File: config.mk
export PLATFORM = sky130hd
export DESIGN_NAME = mod_add_sub_unit
export DESIGN_NICKNAME = d
export VERILOG_FILES = /design/src/rtl/mod_add_sub_unit_pkg.sv /design/src/rtl/mod_add_sub_unit_core.sv /design/src/rtl/mod_add_sub_unit.sv
export SDC_FILE = /design/constraint.sdc
export NUM_CORES = 1
export LEC_CHECK = 0
export ABC_AREA = 1
export ABC_CLOCK_PERIOD_IN_PS = 800
export CORE_MARGIN = 4
export CORE_UTILIZATION = 45
export DETAILED_ROUTE_END_ITERATION = 7
export PLACE_DENSITY = 0.71
export SETUP_SLACK_MARGIN = 0.02
export SLEW_MARGIN = 5
export SYNTH_ARGS = -nofsm -noshare
export SYNTH_HDL_FRONTEND = slang
export SYNTH_SLANG_ARGS = --single-unit
File: constraint.sdc
create_clock -name clk -period 0.8 [get_ports clk]
set_input_delay 0.16 -clock clk [delete_from_list [all_inputs] [get_ports clk]]
set_output_delay 0.16 -clock clk [all_outputs]
set_load 0.005 [all_outputs]
File: src/rtl/mod_add_sub_unit_pkg.sv
// mod_add_sub_unit_pkg: shared datapath width and op-select encoding
package mod_add_sub_unit_pkg;
  localparam int DATA_SIZE_ARB = 32;
  localparam logic OP_ADD = 1'b0;
  localparam logic OP_SUB = 1'b1;
endpackage

File: src/rtl/mod_add_sub_unit_core.sv
// mod_addsub_core: combinational single-correction modular add and subtract, muxed by sel
module mod_addsub_core
  import mod_add_sub_unit_pkg::*;
#(
  parameter int DATA_W = DATA_SIZE_ARB
) (
  input  logic              sel,
  input  logic [DATA_W-1:0] q,
  input  logic [DATA_W-1:0] a,
  input  logic [DATA_W-1:0] b,
  output logic [DATA_W-1:0] result
);
  logic [DATA_W:0]   w_s;
  logic [DATA_W:0]   w_d;
  logic [DATA_W-1:0] w_add;
  logic [DATA_W-1:0] w_sub;
  always_comb begin
    w_s = {1'b0, a} + {1'b0, b};
    w_d = {1'b0, a} - {1'b0, b};
    // corrections are done in DATA_W bits; truncation makes the carry/borrow drop out
    w_add = (w_s >= {1'b0, q}) ? w_s[DATA_W-1:0] - q : w_s[DATA_W-1:0];
    w_sub = w_d[DATA_W] ? w_d[DATA_W-1:0] + q : w_d[DATA_W-1:0];
    result = (sel == OP_SUB) ? w_sub : w_add;
  end
endmodule

File: src/rtl/mod_add_sub_unit.sv
// mod_add_sub_unit: registered modular adder/subtractor with async active-low reset
module mod_add_sub_unit
  import mod_add_sub_unit_pkg::*;
#(
  parameter int DATA_W = DATA_SIZE_ARB
) (
  input  logic              clk,
  input  logic              reset,
  input  logic              sel,
  input  logic [DATA_W-1:0] q,
  input  logic [DATA_W-1:0] NTTin0,
  input  logic [DATA_W-1:0] NTTin1,
  output logic [DATA_W-1:0] out
);
  logic [DATA_W-1:0] w_res;
  logic [DATA_W-1:0] r_out;
  mod_addsub_core #(.DATA_W(DATA_W)) u_core (
    .sel    (sel),
    .q      (q),
    .a      (NTTin0),
    .b      (NTTin1),
    .result (w_res)
  );
  always_ff @(posedge clk or negedge reset)
    if (!reset) r_out <= '0;
    else r_out <= w_res;
  assign out = r_out;
endmodule

Word level (Yosys, flattened, before mapping)
Cells that the tools add are included.
W data, S select, Z words.

operators by class
  add/sub/neg operators = 4
  multiplexer cells = 3
  $lt $le $gt $ge = 1

operator list
  kind              count
  $mux W32          3
  $add A32 B32 Y33  1
  $ge A33 B32 Y1    1
  $sub A32 B32 Y33  1
  $add A32 B32 Y32  1
  $sub A32 B32 Y32  1

storage, ports and cells
  register bits = 32
  word-level logic and storage cells = 9
  output and inout port bits = 32
  bits of input ports = 99

Logic depth before layout (Yosys ltp)
Gate-level depths: netlist (run 1).

  word-level depth = 4
  mapped depth = 32
  mapped depth without buffers = 31

Hierarchy
A second synthesis (run 1) with hierarchy kept.

unflattened totals
  cell total of the unflattened synthesis = 2,182
  area total of the unflattened synthesis = 11,294.6 sq um

modules (own cells, without submodules)
  module            area each (sq um)  sequential area each (sq um)  cells an instance  times used
  mod_addsub_core   10,493.8           0.0                           2,150              1
  mod_add_sub_unit  800.8              800.8                         32                 1

Least setup slack after synthesis (run 1)
No wires, ideal clock.

  kind = in2reg
  start point = input NTTin0[0]
  end point = register r_out[2] (netlist: out[2])
  arrival time = 2.996 ns
  buffers on the path = 1
  data required time = 0.679 ns
  library setup time = 0.121 ns
  stages = 24
  path slack = -2.317 ns
  cells stage by stage = ha_1 > fa_1 > nand3_1 > nand2_2 > nand2_1 > nand2_1 > nand2_1 > nand2_1 > nand2_1 > nand4_1 > nand2_1 > inv_1 > ha_1 > a21oi_1 > nor2_1 > o21ai_0 > nand2_1 > nor2_1 > nand3_2 > nor2_4 > buf_6 > nand2_2 > nand3_1 > nand2_1

on the way
  word-level cells in the longest chain between the ends = 4
  elaborated cells on any way between the ends = 8
  those cells by class = add/sub: 4; order compare: 1; mux: 3

RTL lines
  what                                                         line                                                      text
  start: declaration                                           mod_add_sub_unit.sv:11                                    input logic [DATA_W-1:0] NTTin0,
  $add A32 B32 Y33 / $sub A32 B32 Y33 (equally long branches)  mod_add_sub_unit_core.sv:18, mod_add_sub_unit_core.sv:19
  $sub A32 B32 Y32 (tied with other cells)                     mod_add_sub_unit_core.sv:21                               w_add = (w_s >= {1'b0, q}) ? w_s[DATA_W-1:0] - q : w_s[DATA_W-1:0];
  $mux W32 (on tied branches)                                  mod_add_sub_unit_core.sv:21, mod_add_sub_unit_core.sv:22
  $mux W32 (*)                                                 mod_add_sub_unit_core.sv:23                               result = (sel == OP_SUB) ? w_sub : w_add;
  named net u_core.result[2]                                   mod_add_sub_unit_core.sv:11                               output logic [DATA_W-1:0] result
  end signal: assignment                                       mod_add_sub_unit.sv:26                                    else r_out <= w_res;
  end: declaration                                             mod_add_sub_unit.sv:16                                    logic [DATA_W-1:0] r_out;

Mark *: on every way through the listed nets, which the timed path passes. The rest lies on a longest branch.

Worst setup path in the final report (run 1)
  start point = input NTTin0[13]
  end point = register r_out[15] (netlist: out[15])

Same word-level chain as after synthesis.

==> results of run 1 <==
## through the flow
step	hold slack, ns	util, %	setup WS, ns	cells	area [um2]
global placement	0.5486	69.85	-3.337	3086	17140
CTS	0.2552	79.63	-2.429	3170	19540
finish	0.2398	83.70	-2.884	3189	20530
floorplan	-0.1356	-	-2.038	2191	12020
detailed placement	0.5520	69.85	-3.420	3086	17140
global route	0.2662	83.70	-2.905	3189	20530
## final timing paths
path | startpoint | to | cells past startpoint
hold / removal | reset | out[0] | 2
max in group asynchronous | reset | out[25] | 2
setup / recovery | NTTin0[13] | out[15] | 25
min in group clk | NTTin1[0] | out[0] | 6
## routing by layer
| layer | vias up | global-route usage, % |
|---|---|---|
| li1 | 8110 | - |
| met1 | 8448 | 49.67 |
| met3 | 646 | 5.499 |
| met4 | 2 | 25.04 |
| met5 | - | 0 |
| met2 | 1667 | 72.47 |
## kinds of logic (layout without fill, tap and decap cells)
logic type | Yosys count | count (layout) | synth area share, %
fa+ha+maj | 131 | 131 | 14.73
xor+xnor | 63 | 63 | 4.870
flops | 32 | 32 | 7.067
compound gates | 213 | 213 | 10.57
simple gates | 1262 | 1262 | 45.77
buf+inv | 490 | 1164 | 16.99
## power by group through the flow
stage | logic [mW] | clock network (mW) | registers (mW)
finish | 30.6 | 2.40 | 2.47
global route | 32.0 | 2.46 | 2.50
CTS | 26.7 | 2.38 | 2.44
detailed placement | 23.4 | 0 | 2.49
global placement | 22.9 | 0 | 2.49
floorplan | 12.2 | 0 | 2.45
## layout make-up
cell class                 instances  area, um2  share of cell area, %
inverter                         444       1690                  8.232
timing repair buffer             712       5687                  27.69
clock buffer                       7      152.6                 0.7434
multi-input combinational       1669      11770                  57.31
sequential                        32      800.8                  3.900
clock inverter                     1      30.03                 0.1462
tap                              324      405.4                  1.974
## cell usage in the layout (no fill, tap or decap), drive strengths merged, types with 6 or more instances in the layout
cell type,synthesis,layout
nand3,186,186
dlygate4sd2,0,23
buf,40,637
clkdlybuf4s15,0,8
and2,6,6
o21bai,24,24
xnor2,26,26
a21oi,121,121
nand4,26,26
o21ai,47,47
o211ai,9,9
inv,443,443
nand2,821,821
nor2,183,183
nor3,28,28
ha,127,127
dfrtp,32,32
nor4,6,6
xor2,37,37
clkdlybuf4s50,0,38
clkbuf,6,13
## repair_timing
item                       4_1_cts  5_1_grt
resized for setup              713      272
setup endpoints to repair       64       64
pin swaps                      153      151
cloned                           6        0
buffers inserted                77       22
==> results.md, run 1 <==
* Floorplan row count at 57
* CP delay by family, top: simple AND/OR/NAND/NOR gates
* Via density at just under 6
* Synth unique cells at 41
* Largest net degree at the start of global routing at 35
* Slowest cell on the critical path: dlygate4sd2_1
* Die height at about 170 um
* Max-cap violations at 0
* Async set-or-reset flop fraction in the synthesized netlist at between 90% and 100%
* LEAKAGE at about 11 nW
* Fin Setup TNS at -94.15 ns
* Top Ports at ~130
* Unrepaired setup endpoints after global routing: yes
* Sequential Power Share at around 7.0%
* Mapped Area at 0.01133 mm2
* Synthesized instance count at 2191
* N_diodes at 0
* Worst-case vdd ir drop at 1.183 mV
* CP Data Required Time at between 0.9 and 1 ns
* Vias at 18870
* DRT iter0 DRCs at between 2000 and 3000
* Top-count cell post-synth: nand2_1
* Filler Cell Count at between 1000 and 1500
* Top sig layer: met5
* Fmax at 271.5 MHz
* Synthesized Nets at approximately 2400
* Die area at between 0.02 and 0.03 mm2
* Nets at a little over 3000
* Per-cell routed wire length at 22.17 um
* Vias in the first global route at between 15000 and 20000
* Final setup violating endpoints at 64
* Slew margin rel. at roughly two thirds
* H-tree levels at 2
* Chip width at between 150 and 200 um
* All-layer global routing usage at about two fifths
* Remaining antenna violation count after routing at 0
* Setup CP Type: in2reg
* Worst-path clk slew at 0.06 ns
* Largest register FFs at 32
* Clock group share of total power at approximately 7%
* Synth top area cells: nand2_1 (27%), inv_1 (14%), ha_1 (14%), nand3_1 (8.2%), dfrtp_1 (7.1%)
* Commonest cells post-synth: nand2_1 (804), inv_1 (437), nand3_1 (185)
* M1 WL at approximately 24000 um
* Clock tree root buffer cell: clkbuf_16
* Number of flops mapped to enable cells by yosys at 0
* Number of CTS-inserted buffers at 5
* Kind of end point of the critical path: flop
* Yosys Warn Count at 0
* Net Sw Power at about 18 mW
* Tot Pwr at roughly 35 mW
* Sw Share at around half
* Clk sink count at 32
* Arrival time at the worst endpoint at 3.84 ns
* Crit path buf inv count at 5
* Pint at roughly 17 mW
* Minimum clock period at 3.684 ns
* Grt ovf at 0
* Fin. max-slew vios at 0
* Met3 wire length at 8878 um
* First-pass GRT wire length at between 90000 and 100000 um
* DPL Wire Length at approximately 45000 um
* Post-synthesis sequential area ratio at approximately 7.1%
* Slowest stage delay, CP at approximately 0.4 ns
* Pwr per Cell Area at between 1500 and 2000 mW/mm2
* CTS tree: done
* Ratio of cells with drive above 1 in the final layout at 45.06%
* Synth Flop Type: dfrtp_1
* Core area at approximately 0.025 mm2
* Combinational fraction of design power at 86.3%
* Hold_buf cts at 0
* Maximum clock path buffer count at 2
* Yosys top cell area share at around a quarter
* Critical Path Fanout Max at 7
* Worst Slack Setup Final at -2.884 ns
* Min-delay worst type: in2async
* Final period util at 460.5%
* Antenna violations before repair at 1
* Met2 Wirelength at slightly above 30000 um
* Initial Utilization at a little under half
* Failing checks: DRC, setup timing
* DRC errors left at 46
* Layout area overhead at 81.22%
* Tightest Pin Transition at between 0.4 and 0.5 ns
* Mean Syn Cell Area at 5.172 um2
* DRT Wirelength at 70710 um
* Status: finished with violations
* Gpl congestion at roughly 1.0
* DR pass1 iterations at 8
* Fin. Hold Viols at 0
* Crit start category: input pin
* IO Port Bufs at 130
* Yosys top cell by area: nand2_1
* Cell mode on critical path: nand2_2
* Register bit total from synthesis at 32
No activity file was read; power rests on OpenSTA's default activity.
==> run 2, diff against run 1 <==
Settings changed: ABC_AREA 1 to default, CTS_CLUSTER_SIZE from default to 25, PLACE_DENSITY 0.71 to 0.73, SETUP_SLACK_MARGIN 0.02 to default.
==> run 2 against run 1 <==
Against the previous run:
- the run ends with setup timing left
- count of clock-buffer cells in the layout down 1
- first-iteration DRC count decreased by 59%
- global-route usage shrank 10 points
- critical endpoint is now out[31]
- largest cell class unchanged
==> results.md, run 2 <==
* Status: finished with violations
* Failing checks: setup timing
* CP Data Required Time at 0.97 ns (+0.02 ns)
* Slowest cell on the critical path: fa_2
* Inst Count DP at 1934 (-37%)
* Die area at 0.02138 mm2 (-23%)
* Grt met2 use at 56.19% (-16 points)
* Synth top area cells: ha_1 (18%), dfrtp_1 (9.3%), xnor2_1 (6.9%), a21oi_1 (6.7%), inv_1 (4.8%)
* Per-cell routed wire length at 18.76 um (-15%)
* DR pass1 iterations at 8 (unchanged)
* Most common cell after layout, fill and taps aside: buf_4
* Critical Path Fanout Max at 6 (-1)
* Chip width at 146.2 um (-12%)
* Synth Flop Type: dfrtp_1
* Arrival time at the worst endpoint at 5.00 ns (+1.16 ns)
* Vias at 11740 (-38%)
* Commonest cells post-synth: ha_1 (127), a21oi_1 (115), inv_1 (111)
* Yosys top cell by area: ha_1
* First-pass GRT wire length at 56320 um (-40%)
* Worst-case vdd ir drop at 1.015 mV (-14%)
* Mapped Area at 0.008596 mm2 (-24%)
* FF+latch area at 800.8 um2 (unchanged)
* Synth unique cells at 77 (+88%)
* Met3 Use GR at 5.431% (-0.068 points)
* DRT Wirelength at 37410 um (-47%)
* Post-DP Area at 0.01343 mm2 (-22%)
* Filler Cell Count at 1239 (-16%)
* Unrepaired setup endpoints after global routing: yes
* Minimum clock period at 4.828 ns (+1.144 ns)
* Nets at 1990 (-36%)
* All-layer global routing usage at 31.55% (-10 points)
* Setup CP Type: in2reg
* GR Layer Usage met1 at 37.91% (-12 points)
* Via density at 5.888 (-0.52%)
* Crit-path cells: buf_6 -> buf_6 -> ha_4 -> fa_2 -> nor2b_4 -> o211a_4 -> o211ai_4 -> a211oi_4 -> o311ai_4 -> a31oi_4 -> a31oi_4 -> xnor2_2 -> ha_1 -> buf_4 -> a21o_1 -> a2111oi_2 -> nor4b_4 -> o31ai_4 -> or2_4 -> buf_6 -> or3_1 -> a22o_1
* Clk sink count at 32 (unchanged)
* Synthesized Nets at 1421 (-41%)
* Worst-path clk slew at 0.06 ns (about the same)
* LEAKAGE at 7.285 nW (-36%)
* Vias in the first global route at 11520 (-35%)
* Number of CTS-inserted buffers at 5 (unchanged)
* Final setup violating endpoints at 64 (unchanged)
* Fin. Hold Viols at 0 (unchanged)
* Register bit total from synthesis at 32 (unchanged)
* Maximum clock path buffer count at 2 (unchanged)
* DRT iter0 DRCs at 1130 (-59%)
* H-tree levels at 2 (unchanged)
* Commonest non-fill, non-tap cells in the layout: buf_4 (454), ha_1 (102), inv_1 (100)
* Gpl congestion at 0.9825 (-5.8%)
* Yosys top cell area share at 18.49% (-8.1 points)
* Post-Layout Cell Count at 1994 (-37%)
* Number of flops mapped to enable cells by yosys at 0 (unchanged)
* Core area at 0.01877 mm2 (-24%)
* Floorplan row count at 50 (-12%)
* Die height at 146.2 um (-12%)
* Multi-input gate area at 0.008207 mm2 (-30%)
* Async set-or-reset flop fraction in the synthesized netlist at 100.0% (unchanged)
* Initial Utilization at 45.80% (-0.39 points)
* CTS tree: done
* Slowest stage delay, CP at 0.36 ns (-0.03 ns)
* Min-delay worst type: in2async
* Fin. max-slew vios at 0 (unchanged)
* Largest register FFs at 32 (unchanged)
* Slew margin rel. at 48.33% (-19 points)
* Layout area overhead at 71.14%
* Synthesized instance count at 1191 (-46%)
* Busiest grt layer: met2
* Post-synthesis sequential area ratio at 9.316% (+2.2 points)
* Remaining antenna violation count after routing at 0 (unchanged)
* Final period util at 603.5% (+140 points)
* Grt ovf at 0 (unchanged)
* Kind of end point of the critical path: flop
* Top Ports at 131 (unchanged)
* Pwr per Cell Area at 1781 mW/mm2 (+3.3%)
* IO Port Bufs at 130 (unchanged)
* DPL Wire Length at 27500 um (-39%)
* N_diodes at 0 (unchanged)
* Yosys Warn Count at 0 (unchanged)
* Cell mode on critical path: buf_6
* Clock tree root buffer cell: clkbuf_16
* Hold WS at 0.3643 ns (+0.1245 ns)
* Mean Syn Cell Area at 7.217 um2 (+40%)
* Antenna violations before repair at 1 (unchanged)
* DRC errors left at 0 (-100%)
* Top-count cell post-synth: ha_1
* Ratio of cells with drive above 1 in the final layout at 39.32% (-5.7 points)
* Fmax at 207.1 MHz (-24%)
* Worst Slack Setup Final at -4.028 ns (-1.144 ns)
* DP Worst Slack at -4.886 ns (-1.466 ns)
* Tightest Pin Transition at 0.7653 ns (+0.2758 ns)
* Max-cap violations at 0 (unchanged)
* Finished Cell Area at 0.01471 mm2 (-28%)
* Crit start category: input pin
* Largest net degree at the start of global routing at 33 (-5.7%)
[run 2: power by group]
group / internal (mW) / switching [mW]
Sequential: 2.30 / 0.394
Combinational: 10.9 / 10.7
Clock: 1.13 / 0.767
Total: 14.4 / 11.9
[run 2: critical path, delay by kind of cell]
kind            cells  cell delay [ns]
fa+ha+maj           3             0.79
xor+xnor            1             0.15
compound gates     10             2.28
buf+inv             4             0.51
simple gates        4             1.09
[run 2: area by class of cell]
cell class              count  area share, %
flip-flops and latches     32          5.444
repair buffers            608          32.89
well taps                 234          1.990
clock buffers               6         0.8761
clock inverters             1        0.03402
inverters                 116          2.977
multi-input cells         997          55.79
[run 2: cell families after synthesis]
kind of cell | Yosys count | synth area share [%]
xor gates and xnor gates | 98 | 9.985
AOI/OAI and AO/OA | 415 | 31.79
and+or+nand+nor | 319 | 18.31
buffers and inverters | 162 | 7.220
DFF | 32 | 9.316
adders and majority gates | 131 | 19.42
muxes | 34 | 3.959
[run 2: worst paths after layout]
path | start | end | slack (ns) | cells past startpoint
worst max-delay path | NTTin0[0] | out[31] | -4.03 | 22
worst min-delay path | reset | out[2] | 0.36 | 3
max in group asynchronous | reset | out[25] | 0.24 | 3
min in group clk | NTTin1[0] | out[0] | 0.41 | 4
[run 2: what timing repair did]
item | 4_1_cts | 5_1_grt
pin swaps | 88 | 78
hold endpoints to repair | 32 | 0
endpoints found under the setup margin | 64 | 64
gates cloned | 0 | 0
buffers inserted | 26 | 27
hold buffers | 1 | 0
resized for setup | 278 | 101
[run 2: metrics by stage]
step / TNS (ns) / utilization [%] / power, mW
3_3_place_gp: -153.11 / 71.56 / 21.40
6_report: -129.10 / 78.38 / 26.21
4_1_cts: -121.52 / 75.29 / 24.32
2_1_floorplan: -112.60 / - / 12.62
5_1_grt: -134.70 / 78.38 / 27.77
3_5_place_dp: -156.41 / 71.56 / 21.86
[run 2: per-layer routing]
metal / vias up / wire (um)
met5: - / 7
met4: 2 / 1793
met3: 161 / 3171
met2: 672 / 18050
met1: 5443 / 14380
li1: 5462 / -
==> run 3, diff against run 2 <==
Settings changed: CORE_UTILIZATION 45 to 40, PLACE_DENSITY 0.73 to 0.67.
==> run 3 against run 2 <==
Against the previous run:
- the flow still finishes with violations (setup timing)
- setup slack gained 0.092 ns
- cell count grew 1.7%
- via count shrank 5.9%
- sequential cell count is the same
- critical path type unchanged
- largest cell class unchanged
- highest routed layer is now met4
==> results.md, run 3 (synthesis gave the netlist of run 2 again) <==
* Status: finished with violations
* Failing checks: setup timing
* Nets at 1982 (-0.40%)
* Slowest cell on the critical path: o311ai_4
* Commonest non-fill, non-tap cells in the layout: buf_4 (443), ha_1 (102), inv_1 (100)
* Max-cap violations at 0 (unchanged)
* Number of CTS-inserted buffers at 5 (unchanged)
* Initial Utilization at 40.76% (-5.0 points)
* Floorplan row count at 53 (+6.0%)
* Via density at 5.449 (-7.5%)
* Arrival time at the worst endpoint at 4.91 ns (-0.09 ns)
* Remaining antenna violation count after routing at 0 (unchanged)
* CP Data Required Time at 0.97 ns (about the same)
* Worst-case vdd ir drop at 0.9850 mV (-2.9%)
* IO Port Bufs at 130 (unchanged)
* DRT Wirelength at 34060 um (-9.0%)
* Critical Path Fanout Max at 3 (-3)
* Grt ovf at 0 (unchanged)
* Fin. Hold Viols at 0 (unchanged)
* Largest register FFs at 32 (unchanged)
* Tot Pwr at 25.83 mW (-1.4%)
* Setup CP Type: in2reg
* Die height at 154.6 um (+5.7%)
* Final period util at 592.0% (-11 points)
* N_diodes at 0 (unchanged)
* Worst Slack Setup Final at -3.936 ns (+0.09171 ns)
* Min-delay worst type: in2async
* Net Sw Power at 11.30 mW (-4.7%)
* CTS tree: done
* Largest net degree at the start of global routing at 33 (unchanged)
* DR pass1 iterations at 5 (-3)
* Per-cell routed wire length at 16.79 um (-10%)
* First-pass GRT wire length at 52570 um (-6.7%)
* Top Ports at 131 (unchanged)
* Clock group share of total power at 8.1% (+0.9 points)
* Maximum clock path buffer count at 2 (unchanged)
* Antenna violations before repair at 0 (-1)
* Final setup violating endpoints at 64 (unchanged)
* Core area at 0.02109 mm2 (+12%)
* Clock tree root buffer cell: clkbuf_16
* Post-DP Area at 0.01357 mm2 (+1.0%)
* Layout area overhead at 71.27% (about the same)
* Pwr per Cell Area at 1754 mW/mm2 (-1.5%)
* Clk sink count at 32 (unchanged)
* H-tree levels at 2 (unchanged)
* Hold WS at 0.3743 ns (+0.009980 ns)
* Pint at 14.53 mW (+1.2%)
* Slew margin rel. at 53.03% (+4.7 points)
* DRT iter0 DRCs at 681 (-40%)
* DRC errors left at 0 (unchanged)
* Sequential Power Share at 10.4% (about the same)
* Kind of end point of the critical path: flop
* Fmax at 211.1 MHz (+1.9%)
* Gpl congestion at 0.9250 (-5.9%)
* Finished Cell Area at 0.01472 mm2 (about the same)
* Sw Share at 43.75% (-1.5 points)
* Die area at 0.02390 mm2 (+12%)
* Chip width at 154.6 um (+5.7%)
* DPL Wire Length at 27470 um (about the same)
* LEAKAGE at 7.224 nW (-0.84%)
* Filler Cell Count at 1701 (+37%)
* Vias in the first global route at 10790 (-6.4%)
* Tightest Pin Transition at 0.6957 ns (-0.06957 ns)
* Unrepaired setup endpoints after global routing: yes
* Vias at 11050 (-5.9%)
* Ratio of cells with drive above 1 in the final layout at 38.73% (-0.58 points)
* Minimum clock period at 4.736 ns (-0.09171 ns)
* All-layer global routing usage at 26.51% (-5.0 points)
* Most common cell after layout, fill and taps aside: buf_4
* Worst-path clk slew at 0.07 ns (about the same)
* Crit start category: input pin
* Slowest stage delay, CP at 0.38 ns (+0.02 ns)
* Combinational fraction of design power at 81.5% (-1.0 points)
* Fin. max-slew vios at 0 (unchanged)
[run 3: changes by cell type in the layout (fill, tap and decap cells not counted), sizes merged]
| cell | delta |
|---|---|
| clkdlybuf4s50 | +7 |
| buf | -7 |
| dlygate4sd2 | -4 |
| clkbuf | -1 |
| dlymetal6s2s | -2 |
| clkinv | -1 |
| clkinvlp | +1 |
[run 3: final cells by class]
class / instances / area, um2 / area share (%)
multi-input cells: 997 / 8149 / 55.35
repair buffers: 600 / 4840 / 32.87
flip-flops and latches: 32 / 800.8 / 5.439
inverters: 116 / 437.9 / 2.975
well taps: 275 / 344.1 / 2.337
clock buffers: 7 / 142.6 / 0.9689
clock inverters: 1 / 7.507 / 0.05099
[run 3: path summary, 6_finish.rpt]
check | slack [ns] | cells after the start | endpoint | startpoint
max | -3.94 | 25 | out[31] | NTTin0[0]
min | 0.37 | 3 | out[25] | reset
max in group asynchronous | 0.24 | 3 | out[16] | reset
min in group clk | 0.44 | 4 | out[0] | NTTin1[0]
[run 3: per-layer routing]
layer  part of all wire, %  global-route usage, %  up-vias
met4                   2.9                  7.065        0
met1                    43                  34.40     5168
li1                      -                      -     5452
met5                     0                      0        -
met3                   4.8                  2.238       63
met2                    49                  47.21      367
[run 3: power groups by stage]
| stage | Clock [mW] | Combinational (mW) | Sequential [mW] |
|---|---|---|---|
| after floorplan | 0 | 10.0 | 2.59 |
| after global placement | 0 | 18.8 | 2.72 |
| after detailed placement | 0 | 19.2 | 2.70 |
| after CTS | 2.10 | 20.0 | 2.67 |
| after global routing | 2.15 | 22.7 | 2.72 |
| final | 2.10 | 21.1 | 2.68 |
[run 3: timing repair]
action                                 CTS  global route
setup endpoints to repair               64            64
endpoints found under the hold margin   32             0
setup buffers                           22            15
pin swaps                               61            33
hold buffers                             1             0
gates resized for setup                281            84
cloned                                   1             0
[run 3: worst max-delay path, delay by kind of cell]
family / cells / cell delay, ns
adders and majority gates: 3 / 0.72
buffers and inverters: 3 / 0.34
and+or+nand+nor: 8 / 1.43
AOI/OAI and AO/OA: 11 / 2.23
[run 3: through the flow]
step	setup slack [ns]	util (%)	setup TNS (ns)	cells
2_1_floorplan	-3.637	-	-112.60	1191
3_3_place_gp	-4.753	64.35	-153.28	1985
3_5_place_dp	-4.866	64.35	-156.60	1985
4_1_cts	-3.828	67.97	-123.54	2017
5_1_grt	-4.050	69.81	-131.24	2028
6_report	-3.936	69.81	-125.79	2028
